===== src/rtl/pc_trace_pkg.sv =====
// pc_trace_pkg: shared FSM state encoding and default sizing for the PC trace
// buffer and its breakpoint comparator.
package pc_trace_pkg;

    typedef enum logic [1:0] {
        ARMED   = 2'b00,
        STOPPED = 2'b01,
        HALTED  = 2'b10
    } trace_state_e;

    localparam int DEF_PC_W   = 9;
    localparam int DEF_DEPTH  = 16;
    localparam int DEF_NUM_BP = 2;

    // Selector width for n comparators; a single comparator still gets a 1-bit select.
    function automatic int sel_width(input int n);
        return (n > 1) ? $clog2(n) : 1;
    endfunction

endpackage


===== src/rtl/pc_bp_compare.sv =====
// pc_bp_compare: NUM_BP breakpoint address/valid registers and a combinational
// "PC matches any armed breakpoint" output. A write becomes visible to the
// compare from the edge after it is loaded.
module pc_bp_compare
    import pc_trace_pkg::*;
#(
    parameter int PC_W   = DEF_PC_W,
    parameter int NUM_BP = DEF_NUM_BP,
    parameter int SEL_W  = sel_width(NUM_BP)
) (
    input  logic             clk,
    input  logic             reset,
    input  logic             bp_wr,
    input  logic [SEL_W-1:0] bp_sel,
    input  logic [PC_W-1:0]  bp_addr,
    input  logic             bp_valid,
    input  logic [PC_W-1:0]  cmp_pc,
    output logic             match
);

    logic [PC_W-1:0]   r_addr [NUM_BP];
    logic [NUM_BP-1:0] r_valid;

    // Valid bits are cleared by reset so no stale address can fire after power-up.
    always_ff @(posedge clk or posedge reset) begin
        if (reset) begin
            r_valid <= '0;
        end else if (bp_wr && (int'(bp_sel) < NUM_BP)) begin
            r_valid[bp_sel] <= bp_valid;
        end
    end

    // Addresses are only meaningful behind a valid bit, so they carry no reset.
    always_ff @(posedge clk) begin
        if (bp_wr && (int'(bp_sel) < NUM_BP)) begin
            r_addr[bp_sel] <= bp_addr;
        end
    end

    // Any armed comparator equal to the presented PC raises match.
    always_comb begin
        match = 1'b0;
        for (int i = 0; i < NUM_BP; i++) begin
            if (r_valid[i] && (r_addr[i] == cmp_pc)) begin
                match = 1'b1;
            end
        end
    end

endmodule


===== src/rtl/pc_trace_buffer.sv =====
// pc_trace_buffer: circular trace of fetched PCs with show-ahead read port,
// breakpoint stop and CPU-halt freeze.
// Build option: define TRACE_OVERWRITE_EN to let a capture into a full buffer
// evict the oldest entry; by default such a capture is dropped. Either way the
// sticky overflow flag is raised.
module pc_trace_buffer
    import pc_trace_pkg::*;
#(
    parameter int PC_W   = DEF_PC_W,
    parameter int DEPTH  = DEF_DEPTH,
    parameter int NUM_BP = DEF_NUM_BP
) (
    input  logic                         clk,
    input  logic                         reset,
    input  logic                         if1_pulse,
    input  logic [PC_W-1:0]              pc,
    input  logic                         halted,
    input  logic                         clear,
    input  logic                         rd_en,
    input  logic                         bp_wr,
    input  logic [sel_width(NUM_BP)-1:0] bp_sel,
    input  logic [PC_W-1:0]              bp_addr,
    input  logic                         bp_valid,
    output logic [PC_W-1:0]              rd_data,
    output logic [$clog2(DEPTH):0]       count,
    output logic                         empty,
    output logic                         full,
    output logic                         overflow,
    output logic                         bp_hit,
    output logic                         stop_req
);

    localparam int PTR_W = $clog2(DEPTH);
    localparam int CNT_W = PTR_W + 1;

    trace_state_e     r_state;
    logic [PTR_W-1:0] r_wr_ptr;
    logic [PTR_W-1:0] r_rd_ptr;
    logic [CNT_W-1:0] r_count;
    logic             r_overflow;
    logic             r_bp_hit;
    logic [PC_W-1:0]  r_mem [DEPTH];

    logic w_capture;
    logic w_pop;
    logic w_store;
    logic w_evict;
    logic w_ovf_set;
    logic w_bp_match;

    pc_bp_compare #(
        .PC_W   (PC_W),
        .NUM_BP (NUM_BP)
    ) u_bp (
        .clk      (clk),
        .reset    (reset),
        .bp_wr    (bp_wr),
        .bp_sel   (bp_sel),
        .bp_addr  (bp_addr),
        .bp_valid (bp_valid),
        .cmp_pc   (pc),
        .match    (w_bp_match)
    );

    assign empty    = (r_count == '0);
    assign full     = (r_count == CNT_W'(DEPTH));
    assign count    = r_count;
    assign overflow = r_overflow;
    assign bp_hit   = r_bp_hit;
    assign stop_req = (r_state == STOPPED);
    assign rd_data  = empty ? '0 : r_mem[r_rd_ptr];

    // Clear outranks everything. A pop on an empty buffer is ignored, so a
    // capture+pop on an empty buffer still leaves one entry behind.
    assign w_capture = if1_pulse && (r_state == ARMED) && !clear;
    assign w_pop     = rd_en && !empty && !clear;
    // A pop on the same edge makes room, so only an unmatched full capture overflows.
    assign w_ovf_set = w_capture && full && !w_pop;

`ifdef TRACE_OVERWRITE_EN
    assign w_store = w_capture;
    assign w_evict = w_ovf_set;
`else
    assign w_store = w_capture && (!full || w_pop);
    assign w_evict = 1'b0;
`endif

    // Pointer, occupancy and flag bookkeeping; an eviction retires the oldest entry.
    always_ff @(posedge clk or posedge reset) begin
        if (reset) begin
            r_wr_ptr   <= '0;
            r_rd_ptr   <= '0;
            r_count    <= '0;
            r_overflow <= 1'b0;
            r_bp_hit   <= 1'b0;
        end else if (clear) begin
            r_wr_ptr   <= '0;
            r_rd_ptr   <= '0;
            r_count    <= '0;
            r_overflow <= 1'b0;
            r_bp_hit   <= 1'b0;
        end else begin
            if (w_store) begin
                r_wr_ptr <= r_wr_ptr + 1'b1;
            end
            if (w_pop || w_evict) begin
                r_rd_ptr <= r_rd_ptr + 1'b1;
            end
            r_count    <= r_count + CNT_W'(w_store) - CNT_W'(w_pop || w_evict);
            r_overflow <= r_overflow || w_ovf_set;
            r_bp_hit   <= w_capture && w_bp_match;
        end
    end

    // Trace storage needs no reset: unoccupied slots are never presented.
    always_ff @(posedge clk) begin
        if (w_store) begin
            r_mem[r_wr_ptr] <= pc;
        end
    end

    // Capture FSM: a breakpoint match stops tracing, a CPU halt freezes it; halt wins.
    always_ff @(posedge clk or posedge reset) begin
        if (reset) begin
            r_state <= ARMED;
        end else if (clear) begin
            r_state <= ARMED;
        end else begin
            case (r_state)
                ARMED: begin
                    if (halted) begin
                        r_state <= HALTED;
                    end else if (w_capture && w_bp_match) begin
                        r_state <= STOPPED;
                    end
                end
                STOPPED: begin
                    if (halted) begin
                        r_state <= HALTED;
                    end
                end
                HALTED:  r_state <= HALTED;
                default: r_state <= ARMED;
            endcase
        end
    end

endmodule


===== config.mk =====
export PLATFORM = sky130hd
export DESIGN_NAME = pc_trace_buffer
export DESIGN_NICKNAME = d
export VERILOG_FILES = /design/src/rtl/pc_trace_pkg.sv /design/src/rtl/pc_bp_compare.sv /design/src/rtl/pc_trace_buffer.sv
export SDC_FILE = /design/constraint.sdc
export NUM_CORES = 1
export LEC_CHECK = 0
export CAP_MARGIN = 5
export CORE_ASPECT_RATIO = 0.6
export CORE_MARGIN = 4
export CORE_UTILIZATION = 35
export DETAILED_ROUTE_END_ITERATION = 12
export SETUP_SLACK_MARGIN = 0.5
export SYNTH_ARGS = -nofsm -noshare
export SYNTH_HDL_FRONTEND = slang
export SYNTH_SLANG_ARGS = --single-unit
export TNS_END_PERCENT = 1

===== constraint.sdc =====
create_clock -name clk -period 4.7 [get_ports clk]
set_clock_uncertainty 0.2 [all_clocks]
set_input_delay 0.94 -clock clk [delete_from_list [all_inputs] [get_ports clk]]
set_output_delay 0.94 -clock clk [all_outputs]
set_load 0.1 [all_outputs]

==> results of run 1 <==
[Yosys cell counts, types with 8 or more instances]
cell type | count | area, µm²
nand2_1 | 8 | 30.03
nor2b_4 | 9 | 123.9
xnor2_1 | 21 | 183.9
nor2_1 | 14 | 52.55
a21oi_1 | 8 | 40.04
dfrtp_1 | 19 | 475.5
mux4_2 | 37 | 833.3
ha_1 | 13 | 162.7
mux4_1 | 8 | 210.2
inv_1 | 8 | 30.03
and2_1 | 13 | 81.33
edfxtp_1 | 162 | 4865
nand4_1 | 9 | 56.30
[path summary, 6_finish.rpt]
kind / end / slack [ns]
setup / recovery: rd_data[0] / 0.77
hold / removal: overflow$_DFF_PP0_ / 0.31
setup reg to reg: count[4]$_DFF_PP0_ / 1.40
hold reg to reg: overflow$_DFF_PP0_ / 0.31
max in group asynchronous: r_rd_ptr[0]$_DFFE_PP0P_ / 2.99
min in group asynchronous: bp_hit$_DFF_PP0_ / 0.77
[layer usage]
layer | wire (µm) | vias to the layer above
met5 | 0 | -
met4 | 91 | 0
met3 | 1433 | 6
met2 | 7407 | 100
met1 | 7528 | 2006
li1 | - | 1675
[registers in the layout, indices dropped and copies added (netlist names)]
signal        flops
r_wr_ptr          4
r_mem           144
u_bp.r_valid      2
count             5
r_rd_ptr          4
overflow          1
bp_hit            1
u_bp.r_addr      18
r_state           2
[power breakdown]
group | leakage, nW | internal [mW] | switching (mW)
sequential | 1.72 | 1.81 | 0.0569
clock | 0.287 | 0.889 | 0.586
combinational | 0.957 | 0.560 | 0.993
total | 2.96 | 3.26 | 1.64
[worst reg2reg max path, stage by stage, from the launching register on]
cell and delay, ns:
dfrtp_1 0.40, inv_1 0.09, ha_1 0.18, nor4b_2 0.20, buf_4 0.36, nand2b_1 0.21, a21oi_1 0.07, a21oi_1 0.13
nor2_1 0.05, ha_1 0.21, fa_1 0.41, a21oi_1 0.16, nor2_1 0.06, or3_1 0.34, a21oi_1 0.14
[area by class of cell]
cell class,count,area (µm²)
fill,1832,12200
sequential,181,5341
multi-input combinational,187,2160
timing repair buffer,52,490.5
clock buffer,19,432.9
tap,279,349.1
clock inverter,13,181.4
inverter,8,30.03
[placed cells by master, fill, tap and decap left out, types with 2 or more instances in the layout]
master           count
mux2_2               2
nand4_1              9
a21oi_1              8
dfrtp_1             18
or4_1                2
ha_1                13
clkbuf_1             2
nor2b_1              5
clkbuf_16           17
nand3_1              2
mux4_1               8
mux4_2              37
nor2b_4              9
edfxtp_1           162
nand2_1              8
buf_4               16
xor2_1               6
clkinv_2             2
nand2b_1             3
inv_1                8
and2_1              13
nor2_1              14
and3_1               5
xnor2_1             21
bufinv_16            4
clkdlybuf4s50_1     35
clkinvlp_4           4
and4bb_2             2
[cell families (layout without fill, tap and decap cells)]
kind of cell               after synthesis  count (layout)  share of synthesized area [%]
DFF                                    181             181                          70.12
and+or+nand+nor                         80              80                          7.146
muxes                                   47              47                          14.00
xor gates and xnor gates                27              27                          3.105
buffers and inverters                   21              92                          1.610
AOI/OAI and AO/OA                       19              19                          1.627
adders and majority gates               14              14                          2.399
==> flow_metrics.env, run 1 <==
export IMPL_outcome="finished, final reports clean"
export IMPL_port_buffers=45
export IMPL_clock_latency_ns=0.42
export IMPL_core_rowCount=41
export IMPL_syn_nets=430
export IMPL_cp_data_required_time_ns=3.56
export IMPL_hold_viol_final=0
export IMPL_total_power_mw=4.894
export IMPL_pre_cts_ws_ns=0.9152
export IMPL_synth_cells=389
export IMPL_cp_depth=5
export IMPL_synth_ff_type="edfxtp_1"
export IMPL_cap_violations=0
export IMPL_slowest_stage="mux4_1"
export IMPL_final_antenna_net_count=0
export IMPL_fin_util_pct=42.41
export IMPL_post_route_min_period_ns=3.933
export IMPL_cts_max_level=4
export IMPL_cp_max_fo=11
export IMPL_layoutNonFillerInstCount=739
export IMPL_vias=3787
export IMPL_async_flop_share_pct=10.50
export IMPL_globalRouteMet2Util_pct=20.59
export IMPL_area_growth_pct=17.97
export IMPL_layout_drive_gt1_share_pct=21.74
export IMPL_path_delay_family="multiplexers"
export IMPL_netlist_area_mm2=0.007616
export IMPL_cts_sink_count=181
export IMPL_slowest_delay_ns=0.63
export IMPL_cts_buffers=17
export IMPL_top_usage_layer="met1"
export IMPL_synth_seq_cells=181
export IMPL_r2r_cells=14
export IMPL_grt_pass1_wl_um=24520
export IMPL_wl_per_cell_um=22.27
export IMPL_diodes=0
export IMPL_drt_first_pass_iters=7
export IMPL_clkSlewWorstSetupHoldPaths_ns=0.07
export IMPL_grt_use_total_pct=14.04
export IMPL_tns_ns=0
export IMPL_worstMarginPinSlew_ns=0.9770
export IMPL_cts_resized=0
export IMPL_path_class="reg2out"
export IMPL_clock_path_buffers=2
export IMPL_cts_tree="done"
export IMPL_routed_wl_um=16460
export IMPL_grt_pass1_vias=3895
export IMPL_power_leakage_nw=2.962
export IMPL_rr_startpoint="count[3]$_DFF_PP0_"
export IMPL_crit_buf_inv=2
export IMPL_synth_edff_count=162
export IMPL_worstHoldStart="overflow$_DFF_PP0_"
export IMPL_rsz0062_at_grt="false"
export IMPL_fp_dieArea_mm2=0.02426
export IMPL_synth_seq_area_share_pct=70.12
export IMPL_postCtsSetupBuffers=0
export IMPL_critPathMostFrequentCell="buf_4"
export IMPL_start_util_pct=35.95
export IMPL_overflow=0
export IMPL_drc=0
export IMPL_fp_coreArea_mm2=0.02119
export IMPL_setup_ws_ns=0.7668
export IMPL_die_y_um=122.3
export IMPL_crit_path_start_kind="register"
export IMPL_setup_viol=0
export IMPL_hold_depth=2
export IMPL_hold_buffers=0
export IMPL_syn_avg_cell_area_um2=19.58
export IMPL_cp_cell_sequence="buf_4, mux4_1, mux4_2, nor2b_4, buf_4"
export IMPL_worst_hold_slack_ns=0.3119
export IMPL_holdCritPathClass="reg2reg"
export IMPL_num_nets_final=488
export IMPL_gp_congestion=0.7690
export IMPL_placed_area_mm2=0.008371
export IMPL_arrival_ns=2.79
export IMPL_slew_headroom_pct=34.66
export IMPL_use_met3_pct=4.390
export IMPL_grt_use_met1_pct=20.63
export IMPL_max_freq_mhz=254.2
export IMPL_pin_count=46
export IMPL_end_kind="primary output"
export IMPL_ys_warn_count=0
export IMPL_slew_violations=0
export IMPL_startpoint="r_rd_ptr[0]$_DFFE_PP0P_"
export IMPL_ir_worst_vdd_v=0.0003366
export IMPL_die_w_um=198.4
export IMPL_dp_cells=707
export IMPL_post_route_period_util_pct=83.69
export IMPL_grt_max_degree=39
export IMPL_power_density_mw_per_mm2=544.7
export IMPL_routed_via_density=5.124
export IMPL_antenna_found_initial=0
export IMPL_dp_hpwl_um=10990
export IMPL_drtIter0Drc=350
export IMPL_fin_area_mm2=0.008985
export IMPL_ctsRootBufferMaster="clkbuf_16"
export IMPL_synthDistinctLibCells=45
Note: power is estimated with default switching activity, not from simulation.
==> inputs of run 2 (changes only) <==
==> constraint.sdc (replaced) <==
create_clock -name clk -period 3.5 [get_ports clk]
set_clock_uncertainty 0.2 [all_clocks]
set_input_delay 0.7 -clock clk [delete_from_list [all_inputs] [get_ports clk]]
set_output_delay 0.7 -clock clk [all_outputs]
set_load 0.1 [all_outputs]
==> run 2 against run 1 <==
- sequential cell count is the same
- first-iteration DRC count increased by 6.0%
- die area did not move
- setup slack worse by 0.66 ns
- combinational power up 65%
- largest cell class unchanged
- total power increased by 42%
- critical path type unchanged
- via count is 2.2% higher
- core utilization is 1.7 points higher
- global-route usage is 0.68 points higher
- wire length increased by 3.2%
- clock-buffer cell count shrank 2
- cell count up 3.1%
==> flow_metrics.env, run 2 (synthesis gave the netlist of run 1 again) <==
export IMPL_grt_pass1_vias=4068
export IMPL_setup_viol=0
export IMPL_grt_use_total_pct=14.73
export IMPL_tns_ns=0
export IMPL_seqPwrFrac_pct=36.1
export IMPL_arrival_ns=2.49
export IMPL_num_nets_final=511
export IMPL_cap_violations=0
export IMPL_routed_via_density=5.081
export IMPL_holdCritPathClass="reg2reg"
export IMPL_wl_met2_um=7653
export IMPL_slowest_stage="mux4_2"
export IMPL_max_freq_mhz=294.6
export IMPL_wl_met1_um=8084
export IMPL_final_antenna_net_count=0
export IMPL_diodes=0
export IMPL_cts_tree="done"
export IMPL_fillers=1780
export IMPL_die_y_um=122.3
export IMPL_regMostFlops="r_mem"
export IMPL_clkSlewWorstSetupHoldPaths_ns=0.07
export IMPL_path_delay_family="multiplexers"
export IMPL_pin_count=46
export IMPL_gp_congestion=0.7586
export IMPL_ctsRootBufferMaster="clkbuf_16"
export IMPL_power_internal_mw=4.488
export IMPL_grt_max_degree=39
export IMPL_wl_per_cell_um=22.29
export IMPL_post_route_period_util_pct=96.99
export IMPL_cp_max_fo=6
export IMPL_drt_first_pass_iters=5
export IMPL_slowest_delay_ns=0.52
export IMPL_cts_max_level=4
export IMPL_wl_met3_um=1151
export IMPL_final_cell_mix="edfxtp_1 (162), mux4_2 (40), buf_4 (31)"
export IMPL_fp_coreArea_mm2=0.02119
export IMPL_cts_buffers=17
export IMPL_clock_latency_ns=0.43
export IMPL_ir_worst_vdd_v=0.0003885
export IMPL_p_comb_share_pct=37.0
export IMPL_routed_wl_um=16990
export IMPL_antenna_found_initial=0
export IMPL_vias=3872
export IMPL_outcome="finished, final reports clean"
export IMPL_layout_commonest_cell="edfxtp_1"
export IMPL_clock_path_buffers=2
export IMPL_port_buffers=45
export IMPL_total_power_mw=6.926
export IMPL_slew_headroom_pct=45.66
export IMPL_crit_path_start_kind="register"
export IMPL_power_frac_clock_pct=27.0
export IMPL_slew_violations=0
export IMPL_overflow=0
export IMPL_cp_data_required_time_ns=2.60
export IMPL_rsz0062_at_grt="true"
export IMPL_drc=0
export IMPL_crit_buf_inv=3
export IMPL_hold_viol_final=0
export IMPL_start_util_pct=35.95
export IMPL_cts_sink_count=181
export IMPL_worstMarginPinSlew_ns=0.8143
export IMPL_path_class="reg2out"
export IMPL_power_leakage_nw=3.146
export IMPL_drtIter0Drc=371
export IMPL_area_growth_pct=22.77
export IMPL_layout_drive_gt1_share_pct=30.43
export IMPL_grt_pass1_wl_um=25850
export IMPL_end_kind="primary output"
export IMPL_power_density_mw_per_mm2=740.7
export IMPL_fp_dieArea_mm2=0.02426
export IMPL_die_w_um=198.4
export IMPL_route_top_layer_used="met4"
export IMPL_cp_cell_sequence="buf_12, buf_16, mux4_2, mux4_2, nor2b_4, buf_12"
export IMPL_post_route_min_period_ns=3.395
export IMPL_largest_reg_flops=144
export IMPL_dp_hpwl_um=11630
export IMPL_swShare_pct=35.20
export IMPL_core_rowCount=41
export IMPL_p_sw_mw=2.438
==> run 2: repair_timing <==
item                                    CTS  global route
endpoints found under the setup margin   10            11
gates resized for setup                   6             1
buffers inserted                          2             0
gates cloned                              3             0
hold buffers                              0             0
==> run 2: worst reg2reg max path, stage by stage, from the launching register on <==
cell      delay [ns]
dfrtp_4         0.50
inv_2           0.07
ha_1            0.20
nor4b_2         0.25
nand2b_1        0.18
a21oi_1         0.07
a21oi_1         0.15
nor2_1          0.08
ha_2            0.20
fa_2            0.36
a21oi_1         0.15
nor2_1          0.06
or3_1           0.34
a21oi_1         0.14
==> run 2: metal layers <==
| layer | vias up | global-route usage, % |
|---|---|---|
| met2 | 112 | 21.64 |
| met4 | 0 | 2.904 |
| met3 | 12 | 4.143 |
| met1 | 2030 | 22.21 |
| met5 | - | 0 |
| li1 | 1718 | - |
==> run 2: final cells by class <==
| type | count | area (µm²) | share of cell area, % |
|---|---|---|---|
| flip-flops and latches | 181 | 5353 | 57.25 |
| multi-input cells | 187 | 2165 | 23.15 |
| repair buffers | 75 | 867.1 | 9.273 |
| clock buffers | 17 | 425.4 | 4.550 |
| well taps | 279 | 349.1 | 3.733 |
| clock inverters | 15 | 161.4 | 1.726 |
| inverters | 8 | 30.03 | 0.3212 |
==> run 2: power groups by stage <==
stage,logic [mW],registers [mW],clock network [mW]
after floorplan,1.56,2.66,0
after global placement,2.41,2.54,0
after detailed placement,2.43,2.54,0
after CTS,2.60,2.50,1.89
after global routing,2.70,2.51,2.00
final,2.56,2.50,1.87
==> run 2: worst paths after layout <==
kind	slack [ns]	startpoint	cells after the start	end
max	0.11	r_rd_ptr[0]$_DFFE_PP0P_	6	rd_data[3]
min	0.31	overflow$_DFF_PP0_	2	overflow$_DFF_PP0_
max reg2reg	0.49	count[2]$_DFF_PP0_	13	count[4]$_DFF_PP0_
min reg2reg	0.31	overflow$_DFF_PP0_	2	overflow$_DFF_PP0_
max in group asynchronous	1.97	reset	2	count[2]$_DFF_PP0_
min in group asynchronous	0.52	reset	2	bp_hit$_DFF_PP0_
==> run 2: stage by stage <==
stage	std cells	utilization (%)	setup WS [ns]	hold slack (ns)	area, µm²
after floorplan	389	-	0.3812	0.3027	7646
after CTS	762	44.15	0.06811	0.3105	9354
after detailed placement	725	40.88	0.3045	0.2926	8661
after global placement	725	40.88	0.3691	0.2911	8661
after global routing	762	44.13	0.02017	0.3580	9350
final	762	44.13	0.1053	0.3064	9350
